File: src/rtl/fetch_pkg.sv
// fetch_pkg: shared widths, defaults and queue entry type for the fetch unit
package fetch_pkg;
    localparam int WORD_W = 32;
    localparam int DEF_QDEPTH = 4;
    localparam logic [WORD_W-1:0] DEF_RESET_PC = 32'h0000_0000;
    localparam logic [WORD_W-1:0] INSTR_INC = 32'd4;
    typedef struct packed {
        logic [WORD_W-1:0] data;
        logic [WORD_W-1:0] addr;
    } fetch_entry_t;
    function automatic logic [WORD_W-1:0] word_align(input logic [WORD_W-1:0] a);
        return {a[WORD_W-1:2], 2'b00};
    endfunction
endpackage

File: src/rtl/fetch_queue.sv
// fetch_queue: synchronous FIFO with count, full/empty and a clear input
module fetch_queue
    import fetch_pkg::*;
#(
    parameter int DEPTH = DEF_QDEPTH,
    parameter int W     = 2 * WORD_W
) (
    input  logic                   clk,
    input  logic                   reset,
    input  logic                   i_clear,
    input  logic                   i_push,
    input  logic [W-1:0]           i_data,
    input  logic                   i_pop,
    output logic [W-1:0]           o_data,
    output logic [$clog2(DEPTH):0] o_count,
    output logic                   o_full,
    output logic                   o_empty
);
    localparam int AW = $clog2(DEPTH);
    localparam int CW = AW + 1;
    logic [W-1:0]  r_mem [DEPTH];
    logic [AW-1:0] r_wr;
    logic [AW-1:0] r_rd;
    logic [CW-1:0] r_cnt;
    logic          w_push;
    logic          w_pop;
    assign o_empty = r_cnt == '0;
    assign o_full  = r_cnt == CW'(DEPTH);
    assign o_count = r_cnt;
    assign o_data  = r_mem[r_rd];
    assign w_pop   = i_pop && !o_empty;
    // a full queue still accepts a push when the head leaves in the same cycle
    assign w_push  = i_push && (!o_full || w_pop);
    always_ff @(posedge clk) begin
        if (w_push) r_mem[r_wr] <= i_data;
    end
    always_ff @(posedge clk) begin
        if (reset || i_clear) begin
            r_wr  <= '0;
            r_rd  <= '0;
            r_cnt <= '0;
        end else begin
            if (w_push) r_wr <= r_wr + AW'(1);
            if (w_pop) r_rd <= r_rd + AW'(1);
            r_cnt <= r_cnt + CW'(w_push) - CW'(w_pop);
        end
    end
endmodule

File: src/rtl/fetch_unit.sv
// fetch_unit: issues in-order instruction reads, queues returned words for decode,
// and squashes in-flight responses after a redirect via a discard counter.
module fetch_unit
    import fetch_pkg::*;
#(
    parameter int                QDEPTH   = DEF_QDEPTH,
    parameter logic [WORD_W-1:0] RESET_PC = DEF_RESET_PC
) (
    input  logic              clk,
    input  logic              reset,
    input  logic              redirect,
    input  logic [WORD_W-1:0] redirectPc,
    output logic              imReqValid,
    output logic [WORD_W-1:0] imReqAddr,
    input  logic              imReqReady,
    input  logic              imRespValid,
    input  logic [WORD_W-1:0] imRespData,
    output logic              instrValid,
    output logic [WORD_W-1:0] instr,
    output logic [WORD_W-1:0] instrPc,
    output logic [WORD_W-1:0] instrPcInc,
    input  logic              instrReady
);
    localparam int CW = $clog2(QDEPTH) + 1;
    logic [WORD_W-1:0] r_pc;
    logic [CW-1:0]     r_discard;
    logic [CW-1:0]     w_qcnt;
    logic [CW-1:0]     w_tcnt;
    logic [CW-1:0]     w_outst;
    logic [CW:0]       w_inflight;
    logic              w_qfull;
    logic              w_qempty;
    logic              w_tfull;
    logic              w_tempty;
    logic              w_accept;
    logic              w_keep;
    logic              w_deq;
    logic              w_resp_live;
    logic [WORD_W-1:0] w_tag;
    fetch_entry_t      w_head;
    fetch_entry_t      w_entry;
    // outstanding counts both tagged (kept) and to-be-discarded requests in memory
    assign w_outst     = w_tcnt + r_discard;
    assign w_inflight  = {1'b0, w_qcnt} + {1'b0, w_tcnt} + {1'b0, r_discard};
    assign w_resp_live = imRespValid && w_outst != '0;
    assign imReqAddr   = word_align(r_pc);
    assign imReqValid  = !reset && !redirect && !w_qfull && !w_tfull
                         && w_inflight < (CW+1)'(QDEPTH);
    assign w_accept    = imReqValid && imReqReady;
    assign w_keep      = !reset && !redirect && imRespValid && r_discard == '0 && !w_tempty;
    assign w_deq       = instrValid && instrReady && !redirect;
    assign w_entry     = '{data: imRespData, addr: w_tag};
    assign instrValid  = !reset && !w_qempty;
    assign instr       = instrValid ? w_head.data : '0;
    assign instrPc     = instrValid ? w_head.addr : '0;
    assign instrPcInc  = instrValid ? w_head.addr + INSTR_INC : '0;
    always_ff @(posedge clk) begin
        if (reset) begin
            r_pc      <= word_align(RESET_PC);
            r_discard <= '0;
        end else if (redirect) begin
            r_pc      <= word_align(redirectPc);
            r_discard <= w_outst - CW'(w_resp_live);
        end else begin
            if (w_accept) r_pc <= r_pc + INSTR_INC;
            if (imRespValid && r_discard != '0) r_discard <= r_discard - CW'(1);
        end
    end
    fetch_queue #(.DEPTH(QDEPTH), .W(WORD_W)) u_tags (
        .clk     (clk),
        .reset   (reset),
        .i_clear (redirect),
        .i_push  (w_accept),
        .i_data  (imReqAddr),
        .i_pop   (w_keep),
        .o_data  (w_tag),
        .o_count (w_tcnt),
        .o_full  (w_tfull),
        .o_empty (w_tempty)
    );
    fetch_queue #(.DEPTH(QDEPTH), .W(2 * WORD_W)) u_iq (
        .clk     (clk),
        .reset   (reset),
        .i_clear (redirect),
        .i_push  (w_keep),
        .i_data  (w_entry),
        .i_pop   (w_deq),
        .o_data  (w_head),
        .o_count (w_qcnt),
        .o_full  (w_qfull),
        .o_empty (w_qempty)
    );
endmodule

File: config.mk
export PLATFORM = sky130hd
export DESIGN_NAME = fetch_unit
export DESIGN_NICKNAME = d
export VERILOG_FILES = /design/src/rtl/fetch_pkg.sv /design/src/rtl/fetch_queue.sv /design/src/rtl/fetch_unit.sv
export SDC_FILE = /design/constraint.sdc
export NUM_CORES = 1
export LEC_CHECK = 0
export BUFFER_PORTS_ARGS = -buffer_cell sky130_fd_sc_hd__buf_2
export CAP_MARGIN = 20
export CORE_ASPECT_RATIO = 0.5
export CORE_UTILIZATION = 35
export DETAILED_ROUTE_END_ITERATION = 12
export MAX_ROUTING_LAYER = met4
export PLACE_DENSITY = 0.64
export SLEW_MARGIN = 20
export SYNTH_ARGS = -nofsm -noshare
export SYNTH_HDL_FRONTEND = slang
export SYNTH_SLANG_ARGS = --single-unit
File: constraint.sdc
create_clock -name clk -period 3.9 [get_ports clk]
set_clock_uncertainty 0.2 [all_clocks]
set_input_delay 0.39 -clock clk [delete_from_list [all_inputs] [get_ports clk]]
set_output_delay 0.39 -clock clk [all_outputs]
set_load 0.1 [all_outputs]
==> results by group, run 1 <==
Global route
  • Vias in the first global route: 10800
  • Total global-route track usage: 15.6%
  • Antenna violations before repair: 1
  • Pin count of the biggest net entering global routing: 63
  • Total gr overflow: 0
  • Global-route wire length before repair: between 50000 and 60000 um

Detailed routing
  • Wire per inst: 19.3 um
  • Detailed Routing Iterations Pass 1: 5
  • Via count: ~10000
  • Final wirelength: 38800 um
  • Vias per inst: 5.01
  • Post-DRT Antenna Nets: 0
  • Initial DRC Count: ~540
  • DRC Markers: 0

Clock tree
  • Clock Latency Late Sink: 0.53 ns
  • Clk buf depth: 3
  • CTS tree: done
  • Worst-path clk slew: 0.06 ns
  • Root Buffer: clkbuf_16
  • Total CTS buffers: 40
  • H-Tree Depth: 2
  • Clock tree sinks: 419

STA
  • Hold slack: ~0.028 ns
  • Worst-margin pin slew: 0.848 ns
  • Period utilization: 97.7%
  • Post-route setup TNS: 0 ns
  • Max-slew headroom: 43.0%
  • Crit path time final: around 3.8 ns
  • Max-slew violation count: 0
  • FMAX: about 0.26 GHz
  • Finish-stage setup viols: 0
  • Hold Violations, Final: 0
  • RSZ-0062 raised after global routing: false

Place
  • Port Buffers: ~190
  • Placer Congestion: a little over 0.8
  • HPWL Detailed: 25300 um

Layout
  • Layout area overhead: 24.1%
  • Proportion of layout cells with a drive suffix above 1: 31.6%
  • # nets final: 1430
  • # fillers: ~4200

Setup path
  • Crit-path slowest cell: or4_4
  • Max stage delay on crit path: 0.57 ns
  • CP max FO: 6
  • Worst EP required: 3.31 ns
  • Critical path data arrival time: 3.22 ns
  • Worst path bufs/invs: 2
  • Setup crit end kind: primary output
  • Critical path class: register to primary output
  • Top Family by Delay on Critical Path: simple AND/OR/NAND/NOR gates
  • Setup crit start kind: register
  • Critical Path, Cell by Cell: buf_4, mux4_2, and3_4, nand3_2, or4_4, or3_1, a21oi_2, buf_12

Yosys
  • Synth cell types: 62
  • Area leader, netlist: edfxtp_1
  • Synth Warn #: 0
  • Area share of the largest cell type after synthesis: between 60 and 70%
  • Number of flops mapped to enable cells by yosys: approximately 370
  • Main synth FF type: edfxtp_1
  • Sequential element share of the synthesized area: 69.1%
  • #FFs+latches synth: 419
  • Synthesized area per cell: 16.7 sq um
  • Top post-synthesis cells by area: edfxtp_1 63%, mux4_2 11%, dfxtp_1 5.8%
  • Mapped Area: 17500 sq um
  • Cells after Synth: 1043
  • Ys async rst share: 0%

Power and ir drop
  • Internal power: 7340 uW
  • Reg power frac: 53.4%
  • Clk pwr share: 41.2%
  • Psw: 2000 uW
  • Max rail drop VDD: 239 uV
  • Lkg Pwr: 0.00739 uW
  • Pwr dens: around 430 nW/um^2
  • Switching Fraction: 21.4%
  • Comb pwr share: 5.5%

Floorplan
  • Ports: 200
  • FP Rows: 57
  • Initial Utilization: 35.7%
  • DIE AREA: 50900 sq um
  • Die X: 318 um
  • Die H: 160 um
  • Core area: 48900 sq um

Run status
  • Status: finished, final reports clean

Job
  • Max Cap Viol: 0

Hold path
  • Worst Hold Class: input port to register
[flip-flops by register name, summed over array words and instances (netlist names), named ones only]
name	cells
u_iq.r_wr	2
u_iq.r_mem	248
u_tags.r_rd	2
u_tags.r_wr	2
u_iq.o_count	3
r_pc	30
u_tags.o_count	3
u_tags.r_mem	120
u_iq.r_rd	2
r_discard	3
[cells in the mapped netlist (2+ instances only)]
library cell,count
mux4_2,85
clkbuf_1,27
nor4_1,10
o22ai_1,2
a31oi_1,12
xor2_1,16
xnor2_1,33
a32oi_1,3
or2_2,2
ha_1,20
a21o_1,2
mux2i_1,3
nor4b_1,4
and2_1,74
mux4_1,7
or3_1,8
buf_1,10
or2_0,2
edfxtp_1,368
nand3_1,14
a2bb2oi_1,2
nand2b_1,4
nand4b_1,3
nand4_1,10
a21oi_1,25
buf_2,9
nor3b_1,2
a211oi_1,12
o21ai_0,19
buf_4,6
nor2_1,72
buf_6,2
fa_1,6
nand2_1,43
dfxtp_1,51
nand3_2,3
and3_1,10
inv_1,26
nor3_1,13
[metal layers]
metal	part of all wire, %	vias to the layer above	track usage, %
met3	3.8	88	2.52
met5	0	-	-
met4	3.6	0	6.20
met1	40	5158	17.5
met2	53	216	27.8
li1	-	4611	-
[power by group through the flow]
stage,Sequential (uW),Combinational [uW],Clock (uW)
global route,4980,547,4100
global placement,5070,444,0
floorplan,5190,199,0
finish,4980,513,3840
detailed placement,5080,463,0
CTS,4980,514,3920
[cells in the final DEF, fill, tap and decap left out, types with 8 or more instances in the layout]
cell type,count
edfxtp_1,368
ha_1,19
a211oi_1,12
nor2_1,65
and2_1,70
dlygate4sd3_1,59
inv_1,22
clkbuf_1,10
nor4_1,9
nor3_1,13
buf_12,23
nand3_1,14
or3_1,8
nand4_1,10
buf_2,176
mux4_2,89
buf_4,38
xnor2_1,33
dfxtp_1,44
xor2_1,16
a31oi_1,12
nand2_1,43
clkbuf_16,40
a21oi_1,24
o21ai_0,19
[metrics by stage]
stage	cells	util, %	area (sq um)	setup WS (ns)	total power [uW]
finish	2012	44.3	21700	0.0895	9340
floorplan	1048	-	17600	-0.839	5390
CTS	2001	44.1	21600	0.00507	9420
global placement	1867	40.1	19600	0.195	5510
global route	2012	44.3	21700	0.00318	9630
detailed placement	1867	40.1	19600	0.164	5540
[worst paths after layout]
path	startpoint	to	slack, ns	cells after the start
worst max-delay path	register	instrPcInc[31]	0.09	8
worst max register to register	u_iq.o_count[1]$_SDFF_PP0_	r_pc[5]$_SDFFE_PP0P_	0.23	12
worst min-delay path	redirectPc[2]	r_pc[2]$_SDFFE_PP0P_	0.03	3
worst min register to register	u_tags.r_wr[1]$_SDFFE_PP0P_	u_tags.r_wr[1]$_SDFFE_PP0P_	0.31	2
[layout make-up]
type	instances	area [sq um]	area share (%)
diodes	1	2.50	0.0115
clock buffers	52	1070	4.92
clock inverters	18	226	1.04
inverters	26	97.6	0.450
multi-input cells	548	5110	23.6
flip-flops and latches	419	12100	55.8
well taps	649	812	3.75
repair buffers	299	2270	10.5
[logic make-up (layout without fill, tap and decap cells)]
group           count (synthesis)  in the layout  synth area share, %
flops                         419            419                 69.1
simple gates                  285            285                 8.77
mux                            96             96                 12.2
compound gates                 86             86                 3.17
buf+inv                        81            395                 2.11
xor+xnor                       49             49                 2.46
fa+ha+maj                      26             26                 2.12
other cells                     1              7               0.0215
[worst min-delay path, cell delays in order]
cell and delay [ns]:
buf_2 0.12, o21ai_0 0.14, a211oi_1 0.05
[timing repair]
item / 4_1_cts / 5_1_grt
hold buffers: 59 / 0
gates resized for setup: 5 / 14
buffers inserted: 5 / 10
pin swaps: 0 / 1
endpoints found under the setup margin: 18 / 9
hold endpoints to repair: 155 / 0
No activity file was read; power rests on OpenSTA's default activity.
==> run 2: changes to the inputs <==
--- a/config.mk
+++ b/config.mk
@@ -12,6 +12,7 @@
 export DETAILED_ROUTE_END_ITERATION = 12
 export MAX_ROUTING_LAYER = met4
 export PLACE_DENSITY = 0.64
+export SETUP_SLACK_MARGIN = 0.3
 export SLEW_MARGIN = 20
 export SYNTH_ARGS = -nofsm -noshare
 export SYNTH_HDL_FRONTEND = slang
==> run 2 against run 1 <==
Effect of this change: critical path depth is the same; fmax rose by 2.5%; die area unchanged; via count increased by 2.7%; sequential share of layout area is 4.0 points lower; final area rose by 7.8%; clock-buffer cell count grew 1; wire length increased by 5.1%; register-to-register slack better by 0.08 ns; critical path type unchanged.
==> results by group, run 2 (same netlist as run 1, synthesis figures left out) <==
Floorplan
  • Die H: 160 um (unchanged)
  • Initial Utilization: 35.7% (unchanged)
  • Ports: 200 (unchanged)
  • DIE AREA: 50900 sq um (unchanged)
  • FP Rows: 57 (unchanged)
  • Die X: 318 um (unchanged)
  • Core area: 48900 sq um (unchanged)

Place
  • Place WS: 0.201 ns (was 0.164 ns)
  • Placer Congestion: 0.849 (was 0.827)
  • HPWL Detailed: 26100 um (was 25300 um)
  • Port Buffers: 191 (unchanged)

Setup path
  • Setup crit start kind: register (unchanged)
  • Critical path data arrival time: 3.13 ns (was 3.22 ns)
  • CP max FO: 3 (was 6)
  • Worst EP required: 3.31 ns (about the same)
  • Setup crit end kind: primary output (unchanged)
  • Critical path class: register to primary output (unchanged)

Clock tree
  • Clock Latency Late Sink: 0.55 ns (was 0.53 ns)
  • Worst-path clk slew: 0.06 ns (about the same)
  • Total CTS buffers: 41 (was 40)
  • Clock tree sinks: 419 (unchanged)
  • CTS tree: done (unchanged)
  • Clk buf depth: 3 (unchanged)
  • Root Buffer: clkbuf_16 (unchanged)
  • H-Tree Depth: 2 (unchanged)

Layout
  • Most common cell after layout, fill and taps aside: edfxtp_1 (unchanged)
  • Proportion of layout cells with a drive suffix above 1: 35.5% (was 31.6%)
  • Layout area overhead: 33.8% (was 24.1%)
  • # nets final: 1462 (was 1430)
  • Max reg flops: 248 (unchanged)
  • Commonest cells after routing, fill and taps aside: 368 x edfxtp_1, 104 x buf_2, 97 x buf_12 (was 368 x edfxtp_1, 176 x buf_2, 89 x mux4_2)
  • Reg with most FFs: u_iq.r_mem (unchanged)
  • Final core occ: 47.8% (was 44.3%)
  • Largest registers: u_iq.r_mem: 248 flops, u_tags.r_mem: 120 flops, r_pc: 30 flops (unchanged)

STA
  • Max-slew headroom: 41.7% (was 43.0%)
  • Finish-stage setup viols: 0 (unchanged)
  • Max-slew violation count: 0 (unchanged)
  • RSZ-0062 raised after global routing: true (was false)
  • Crit path time final: 3.72 ns (was 3.81 ns)
  • Hold slack: 0.0469 ns (was 0.0277 ns)
  • Hold Violations, Final: 0 (unchanged)
  • Worst-margin pin slew: 0.868 ns (was 0.848 ns)
  • FMAX: 0.269 GHz (was 0.262 GHz)
  • Worst Slack Setup Final: 0.183 ns (was 0.0895 ns)
  • Period utilization: 95.3% (was 97.7%)

Power and ir drop
  • Lkg Pwr: 0.00793 uW (was 0.00739 uW)
  • Max rail drop VDD: 308 uV (was 239 uV)
  • Pwr dens: 397 nW/um^2 (was 431 nW/um^2)

Global route
  • GR Util met1: 18.7% (was 17.5%)
  • Antenna violations before repair: 1 (unchanged)
  • M2 GR Usage: 29.3% (was 27.8%)
  • Met3 Use GR: 2.83% (was 2.52%)
  • Total global-route track usage: 16.5% (was 15.6%)
  • Global-route wire length before repair: 62900 um (was 59900 um)
  • Layer with the highest usage: met2 (unchanged)
  • Vias in the first global route: 11200 (was 10800)
  • Total gr overflow: 0 (unchanged)
  • Pin count of the biggest net entering global routing: 33 (was 63)

Detailed routing
  • DRC Markers: 0 (unchanged)
  • Wire per inst: 19.9 um (was 19.3 um)
  • Via count: 10300 (was 10100)
  • Final wirelength: 40700 um (was 38800 um)
  • Vias per inst: 5.06 (was 5.01)
  • Initial DRC Count: 714 (was 538)
  • Detailed Routing Iterations Pass 1: 5 (unchanged)
  • Post-DRT Antenna Nets: 0 (unchanged)

Job
  • Max Cap Viol: 0 (unchanged)

Run status
  • Status: finished, final reports clean (unchanged)

Hold path
  • Worst Hold Class: input port to register (unchanged)
[run 2: cell count changes in the layout (fill, tap and decap cells not counted), sizes merged]
cell / before / now
buf: 239 / 268
bufinv: 5 / 2
clkinv: 11 / 15
dlygate4sd3: 59 / 60
clkbuf: 53 / 55
inv: 27 / 28
[run 2: path summary, 6_finish.rpt]
| kind | from | to | slack (ns) | cells after the start |
|---|---|---|---|---|
| setup / recovery | r_discard[1]$_SDFFE_PP0P_ | imReqValid | 0.18 | 8 |
| hold / removal | redirect | r_pc[12]$_SDFFE_PP0P_ | 0.05 | 3 |
| setup reg to reg | r_discard[1]$_SDFFE_PP0P_ | r_pc[9]$_SDFFE_PP0P_ | 0.31 | 12 |
| hold reg to reg | u_tags.r_wr[1]$_SDFFE_PP0P_ | u_tags.r_wr[1]$_SDFFE_PP0P_ | 0.34 | 2 |
[run 2: cell type report]
class                   count  area [sq um]
diodes                      1          2.50
repair buffers            330          3720
multi-input cells         548          5380
clock inverters            20           178
inverters                  26           100
clock buffers              53          1100
flip-flops and latches    419         12100
fillers                  4041         25500
well taps                 649           812
[run 2: worst max-delay path: stages, from the launching register on]
cell and delay [ns]:
dfxtp_2 0.36, inv_4 0.04, fa_1 0.46, or2_4 0.24, fa_1 0.48, or3b_4 0.38, a2111oi_4 0.24, buf_4 0.21
buf_12 0.17
[run 2: power breakdown]
| part | switching [uW] | internal [uW] |
|---|---|---|
| registers | 72.3 | 4910 |
| logic | 357 | 175 |
| clock network | 1620 | 2140 |
| total | 2050 | 7230 |
[run 2: metal layers]
layer / part of all wire [%] / up-vias
met5: 0 / -
met4: 3.0 / 0
met3: 4.5 / 89
met2: 54 / 276
met1: 39 / 5294
li1: - / 4685
[run 2: timing repair]
item | CTS | global route
setup endpoints to repair | 31 | 47
hold endpoints to repair | 156 | 0
hold buffers | 60 | 0
setup buffers | 39 | 3
pin swaps | 15 | 18
cloned | 1 | 2
gates resized for setup | 54 | 31
[run 2: metrics by stage]
step           cell area, sq um  instances  power (uW)  TNS (ns)
2_1_floorplan             17600       1048        5390    -80.27
3_3_place_gp              20700       1867        5520         0
3_5_place_dp              20700       1867        5540         0
4_1_cts                   23100       2040        9370         0
5_1_grt                   23400       2046        9600         0
6_report                  23400       2046        9280         0
